--- src/rtl/dro_cell_if.sv ---
// Pulse-level interface of the DRO cell: the two toggle-encoded inputs
// (set, read clock) and the readout / status signals coming back.
interface dro_cell_if;
   logic       set;
   logic       reset;
   logic       out;
   logic       state;
   logic [1:0] viol;
   logic       err;

   // Driver side: produces set/read pulses, observes the cell.
   modport master (
      output set,
      output reset,
      input  out,
      input  state,
      input  viol,
      input  err
   );

   // Cell side: consumes pulses, produces readout and status.
   modport slave (
      input  set,
      input  reset,
      output out,
      output state,
      output viol,
      output err
   );
endinterface

--- src/rtl/dro_cell.sv ---
// Cycle-accurate model of a single-flux-quantum destructive readout cell.
// Inputs and the output are toggle encoded: every transition is one pulse.
// A set pulse stores a 1; a read pulse emits the stored bit on out after a
// fixed clock-to-out delay and clears the cell. Setup/hold spacing between
// set and read pulses is monitored and reported without changing behaviour.
module dro_cell #(
   parameter int CLK_TO_Q_CYCLES = 2,
   parameter int SETUP_CYCLES    = 1,
   parameter int HOLD_CYCLES     = 1
) (
   input logic       clk,
   input logic       rst_n,
   dro_cell_if.slave bus
);

   // The spacing counters only need to reach the larger of the two windows.
   // At least 1 is kept so that "one cycle since the event" is representable.
   localparam int MAX_WIN = (SETUP_CYCLES > HOLD_CYCLES) ? SETUP_CYCLES : HOLD_CYCLES;
   localparam int SAT     = (MAX_WIN < 1) ? 1 : MAX_WIN;
   localparam int CW      = $clog2(SAT + 1);

   localparam logic [CW-1:0] SAT_L   = CW'(SAT);
   localparam logic [CW-1:0] ONE_L   = CW'(1);
   localparam logic [CW-1:0] SETUP_L = CW'(SETUP_CYCLES);
   localparam logic [CW-1:0] HOLD_L  = CW'(HOLD_CYCLES);

   logic          set_q;
   logic          reset_q;
   logic          set_p;
   logic          rd_p;
   logic          state_q;
   logic          state_d;
   logic          inject;
   logic          tap;
   logic          out_q;
   logic [CW-1:0] since_set;
   logic [CW-1:0] since_rd;
   logic [CW-1:0] since_set_eff;
   logic          setup_v;
   logic          hold_v;
   logic [1:0]    viol_q;
   logic          err_q;

   // Pulse detection, next stored bit and violation detection for this cycle.
   always_comb begin
      set_p         = bus.set ^ set_q;
      rd_p          = bus.reset ^ reset_q;
      inject        = rd_p & state_q;
      state_d       = state_q;
      since_set_eff = since_set;
      setup_v       = 1'b0;
      hold_v        = 1'b0;

      if (set_p) begin
         state_d = 1'b1;
      end else if (rd_p) begin
         state_d = 1'b0;
      end

      if (set_p) begin
         since_set_eff = '0;
      end

      setup_v = rd_p && (since_set_eff < SETUP_L);
      hold_v  = set_p && !rd_p && (since_rd < HOLD_L);
   end

   // Input history for edge detection plus the stored bit itself.
   always_ff @(posedge clk or negedge rst_n) begin
      if (!rst_n) begin
         set_q   <= 1'b0;
         reset_q <= 1'b0;
         state_q <= 1'b0;
      end else begin
         set_q   <= bus.set;
         reset_q <= bus.reset;
         state_q <= state_d;
      end
   end

   // Cycles since the last set pulse; an event restarts it so the next cycle reads 1.
   always_ff @(posedge clk or negedge rst_n) begin
      if (!rst_n) begin
         since_set <= SAT_L;
      end else if (set_p) begin
         since_set <= ONE_L;
      end else if (since_set < SAT_L) begin
         since_set <= since_set + ONE_L;
      end
   end

   // Cycles since the last read pulse, same saturating behaviour.
   always_ff @(posedge clk or negedge rst_n) begin
      if (!rst_n) begin
         since_rd <= SAT_L;
      end else if (rd_p) begin
         since_rd <= ONE_L;
      end else if (since_rd < SAT_L) begin
         since_rd <= since_rd + ONE_L;
      end
   end

   // Clock-to-out delay line. The out toggle flop is the final stage, so
   // only CLK_TO_Q_CYCLES-1 plain stages sit in front of it.
   generate
      if (CLK_TO_Q_CYCLES == 1) begin : g_direct
         assign tap = inject;
      end else begin : g_line
         logic [CLK_TO_Q_CYCLES-2:0] line;

         // Shift in-flight readout pulses one stage per cycle.
         always_ff @(posedge clk or negedge rst_n) begin
            if (!rst_n) begin
               line <= '0;
            end else begin
               line[0] <= inject;
               for (int i = 1; i < CLK_TO_Q_CYCLES - 1; i++) begin
                  line[i] <= line[i-1];
               end
            end
         end

         assign tap = line[CLK_TO_Q_CYCLES-2];
      end
   endgenerate

   // Output toggles once for each pulse leaving the delay line.
   always_ff @(posedge clk or negedge rst_n) begin
      if (!rst_n) begin
         out_q <= 1'b0;
      end else if (tap) begin
         out_q <= ~out_q;
      end
   end

   // One-cycle violation strobes and the sticky error flag.
   always_ff @(posedge clk or negedge rst_n) begin
      if (!rst_n) begin
         viol_q <= 2'b00;
         err_q  <= 1'b0;
      end else begin
         viol_q <= {hold_v, setup_v};
         err_q  <= err_q | setup_v | hold_v;
      end
   end

   assign bus.out   = out_q;
   assign bus.state = state_q;
   assign bus.viol  = viol_q;
   assign bus.err   = err_q;

endmodule

--- src/flat_wrapper.sv ---
// flat-port wrapper written by rule: the top's interface ports become plain ports
module dro_cell_flat 
#(
   parameter int CLK_TO_Q_CYCLES = 2,
   parameter int SETUP_CYCLES    = 1,
   parameter int HOLD_CYCLES     = 1
)
  (clk, rst_n, bus_set, bus_reset, bus_out, bus_state, bus_viol, bus_err);
  dro_cell_if bus_i ();
  input logic clk;
  input logic rst_n;
  input wire logic [$bits(bus_i.set)-1:0] bus_set;
  input wire logic [$bits(bus_i.reset)-1:0] bus_reset;
  output wire logic [$bits(bus_i.out)-1:0] bus_out;
  output wire logic [$bits(bus_i.state)-1:0] bus_state;
  output wire logic [$bits(bus_i.viol)-1:0] bus_viol;
  output wire logic [$bits(bus_i.err)-1:0] bus_err;
  assign bus_i.set = bus_set;
  assign bus_i.reset = bus_reset;
  assign bus_out = bus_i.out;
  assign bus_state = bus_i.state;
  assign bus_viol = bus_i.viol;
  assign bus_err = bus_i.err;
  dro_cell #(.CLK_TO_Q_CYCLES(CLK_TO_Q_CYCLES), .SETUP_CYCLES(SETUP_CYCLES), .HOLD_CYCLES(HOLD_CYCLES)) u_core (.clk(clk), .rst_n(rst_n), .bus(bus_i));
endmodule
--- config.mk ---
export PLATFORM = sky130hd
export DESIGN_NAME = dro_cell_flat
export DESIGN_NICKNAME = d
export VERILOG_FILES = /design/src/rtl/dro_cell_if.sv /design/src/rtl/dro_cell.sv /design/src/flat_wrapper.sv
export SDC_FILE = /design/constraint.sdc
export NUM_CORES = 1
export LEC_CHECK = 0
export CORE_AREA = 8 8 45 47
export CTS_CLUSTER_DIAMETER = 40
export CTS_CLUSTER_SIZE = 28
export DETAILED_ROUTE_END_ITERATION = 12
export DIE_AREA = 0 0 53 55
export SYNTH_ARGS = -nofsm -noshare
export SYNTH_HDL_FRONTEND = slang
export SYNTH_SLANG_ARGS = --single-unit
--- constraint.sdc ---
create_clock -name clk -period 1.13 [get_ports clk]
set_input_delay 0.339 -clock clk [delete_from_list [all_inputs] [get_ports clk]]
set_output_delay 0.339 -clock clk [all_outputs]
set_load 0.005 [all_outputs]
==> reports/qor.csv <==
stage,metric,value,unit
synthesis,yosysSeqAreaShare,0.737,
cells_and_area,fill_cells,144,
sta,period_share,0.982,
synthesis,ys.flop_type,dfrtp_1,
power_and_ir_drop,p_int,0.692,mW
sta,slew_violations,0,
clock_tree,htreeDepth,1,
grt,antenna_found_initial,0,
worst_setup_path,critPathKind,in2reg,
power_and_ir_drop,clkPwrFrac,0.346,
worst_setup_path,cp_slowest_cell,clkdlybuf4s50_1,
worst_setup_path,timing.rr.end,u_core.bus.err,
worst_setup_path,critPathArrivalTime,1.26,ns
cells_and_area,drive_gt1_frac,0.500,
die,dieArea,2920,sq um
sta,hold_viol,0,
grt,grt_pass1_wl,931,microns
synthesis,ys_ff_latch,10,
worst_setup_path,cp_cell_sequence,clkdlybuf4s50_1 > xnor2_2 > o21ai_1 > a21o_1,
sta,clock_skew,0.000913,ns
synthesis,ys_types,11,
routing,dr.pass1.iters,1,
worst_setup_path,slowest_delay,0.52,ns
power_and_ir_drop,p_sw,0.186,mW
routing,drc,0,
routing,routed_wl,536,microns
power_and_ir_drop,powerDensity,1730,nW/um^2
sta,post-route-min-period,1.11,ns
die,die_width,53,microns
grt,overflow,0,
die,rows,14,
routing,avgViaCountPerCell,3.81,
die,ioPinCount,9,
sta,tns,0,ns
worst_setup_path,reg2reg_from,u_core.reset_q,
sta,timing.hold.ws,0.376,ns
sta,max_freq,0.901,GHz
worst_setup_path,crit_required,1.28,ns
cells_and_area,diodes,0,
routing,drt_iter0_markers,0,
clock_tree,clock_sinks,10,
synthesis,yosysMostFrequentCell,dfrtp_1,
cells_and_area,final_nets,47,
worst_setup_path,regToRegSetupSlack,0.15,ns
synthesis,yosys_warnings,0,
synthesis,avgSynthCellArea,15.6,sq um
routing,wl_per_cell,9.24,microns
clock_tree,numCtsBuffers,3,
clock_tree,cts_root_buf,clkbuf_4,
cells_and_area,largest_register_ffs,2,
synthesis,synth_area_leaders,"dfrtp_1 (58%), dfstp_2 (15%), xnor2_2 (9.5%)",
job,maxCapViolCount,0,
synthesis,synthArstFlopShare,1.00,
routing,drtAntennaViolNets,0,
synthesis,synth_cells,22,
power_and_ir_drop,pwr-share-comb,0.176,
worst_setup_path,cp-start-kind,input pin,
cells_and_area,area_growth,48.5,%
cells_and_area,multi_input_area,93.8,sq um
worst_setup_path,cp_top_family,buffers and inverters,
grt,grt_pass1_vias,243,
power_and_ir_drop,power,0.879,mW
synthesis,synth_enable_flop_cells,0,
routing,via_count,221,
clock_tree,cts_buffer_depth,2,
die,die_height,55,microns
worst_setup_path,path_max_fanout,3,
cells_and_area,seq_area,253,sq um
placed_design,place.gp.congestion,0.714,
synthesis,yosysTopAreaCell,dfrtp_1,
worst_setup_path,worst_setup_path_end_kind,flip-flop,
synthesis,netlist_area,343,sq um
sta,grt_setup_unrepaired,true,
clock_tree,cts_tree,done,
synthesis,synthTopCellsByCount,"dfrtp_1 (8), nand2_1 (3), dfstp_2 (2), xnor2_2 (2)",
outcome,status,finished clean,
worst_setup_path,path_buf_inv,1,
placed_design,hpwl,441,microns
power_and_ir_drop,pwr-share-seq,0.479,
hold_path,hp-class,in2async,
clock_tree,clk_pin_slew,0.06,ns
clock_tree,clk_latency,0.26,ns
power_and_ir_drop,ir_drop,642,uV
worst_setup_path,reg2reg_depth,3,
placed_design,port_buffers,8,
power_and_ir_drop,switching_share,0.212,
die,start_util,0.248,
power_and_ir_drop,p_leak,0.244,nW
grt,grt_max_degree,11,
synthesis,synth_top_area_share,0.584,
grt,grtUsageTotal,0.0480,
die,coreArea,1380,sq um
sta,finalSetupViolCount,0,
-- stage by stage --
step	instance area (sq um)	setup slack [ns]	std cells	utilization
after global routing	509	-0.00818	58	0.368
after detailed placement	484	-0.301	52	0.350
after CTS	509	0.00919	58	0.368
after floorplan	347	0.173	23	-
final	509	0.0205	58	0.368
after global placement	484	-0.288	52	0.350
-- cells by family (layout without fill, tap and decap cells) --
logic type | Yosys count | in the layout | synth area share
AO/OA/AOI/OAI | 3 | 3 | 0.0511
XOR/XNOR | 3 | 3 | 0.120
buffers and inverters | 0 | 19 | 0
flip-flops | 10 | 10 | 0.737
other | 1 | 2 | 0.0109
AND/OR/NAND/NOR | 5 | 5 | 0.0803
-- final cells by class --
type / instances / area share
clock buffers: 4 / 0.0713
flip-flops and latches: 10 / 0.496
multi-input cells: 13 / 0.184
repair buffers: 15 / 0.209
well taps: 16 / 0.0393
-- worst reg2reg max path, stage by stage (launching register included) --
cell and delay [ns]:
dfrtp_1 0.39, xnor2_2 0.23, nand2_1 0.08, a21o_1 0.18
-- worst max path at each step --
stage | slack, ns | cells past startpoint | endpoint | startpoint
2_1_floorplan | 0.17 | 3 | u_core.bus.err | u_core.reset_q
3_3_place_gp | -0.29 | 4 | u_core.bus.err | bus_reset
3_5_place_dp | -0.30 | 4 | u_core.bus.err | bus_reset
4_1_cts | 0.009 | 4 | u_core.bus.err | bus_set
5_1_grt | -0.008 | 1 | bus_state | u_core.bus.state
6_report | 0.02 | 4 | u_core.bus.err | bus_set
-- routing by layer --
| layer | global-route usage | up-vias | wire length, microns |
|---|---|---|---|
| met5 | 0 | - | 0 |
| met4 | 0.0517 | 0 | 19 |
| met3 | 0.0401 | 4 | 76 |
| met2 | 0.0645 | 10 | 241 |
| met1 | 0.0423 | 98 | 199 |
| li1 | - | 109 | - |
-- power groups by stage --
stage / combinational [mW] / sequential (mW) / clock, mW
3_3_place_gp: 0.177 / 0.427 / 0
4_1_cts: 0.159 / 0.421 / 0.319
6_report: 0.154 / 0.421 / 0.304
3_5_place_dp: 0.180 / 0.429 / 0
2_1_floorplan: 0.0440 / 0.435 / 0
5_1_grt: 0.174 / 0.425 / 0.340
-- placed cells by master (no fill, tap or decap), drive strengths merged, types with 2 or more instances in the layout --
cell,synthesis,routed
buf,0,12
clkbuf,0,4
clkdlybuf4s50,0,2
conb,1,2
dfrtp,8,8
dfstp,2,2
nand2,3,3
xnor2,2,2
-- timing repair --
| action | in CTS | in global routing |
|---|---|---|
| pin swaps | 1 | 0 |
| hold buffers | 0 | 0 |
| resized for setup | 21 | 0 |
| endpoints found under the setup margin | 7 | 2 |
| buffers inserted | 2 | 0 |
No activity file was read; power rests on OpenSTA's default activity.
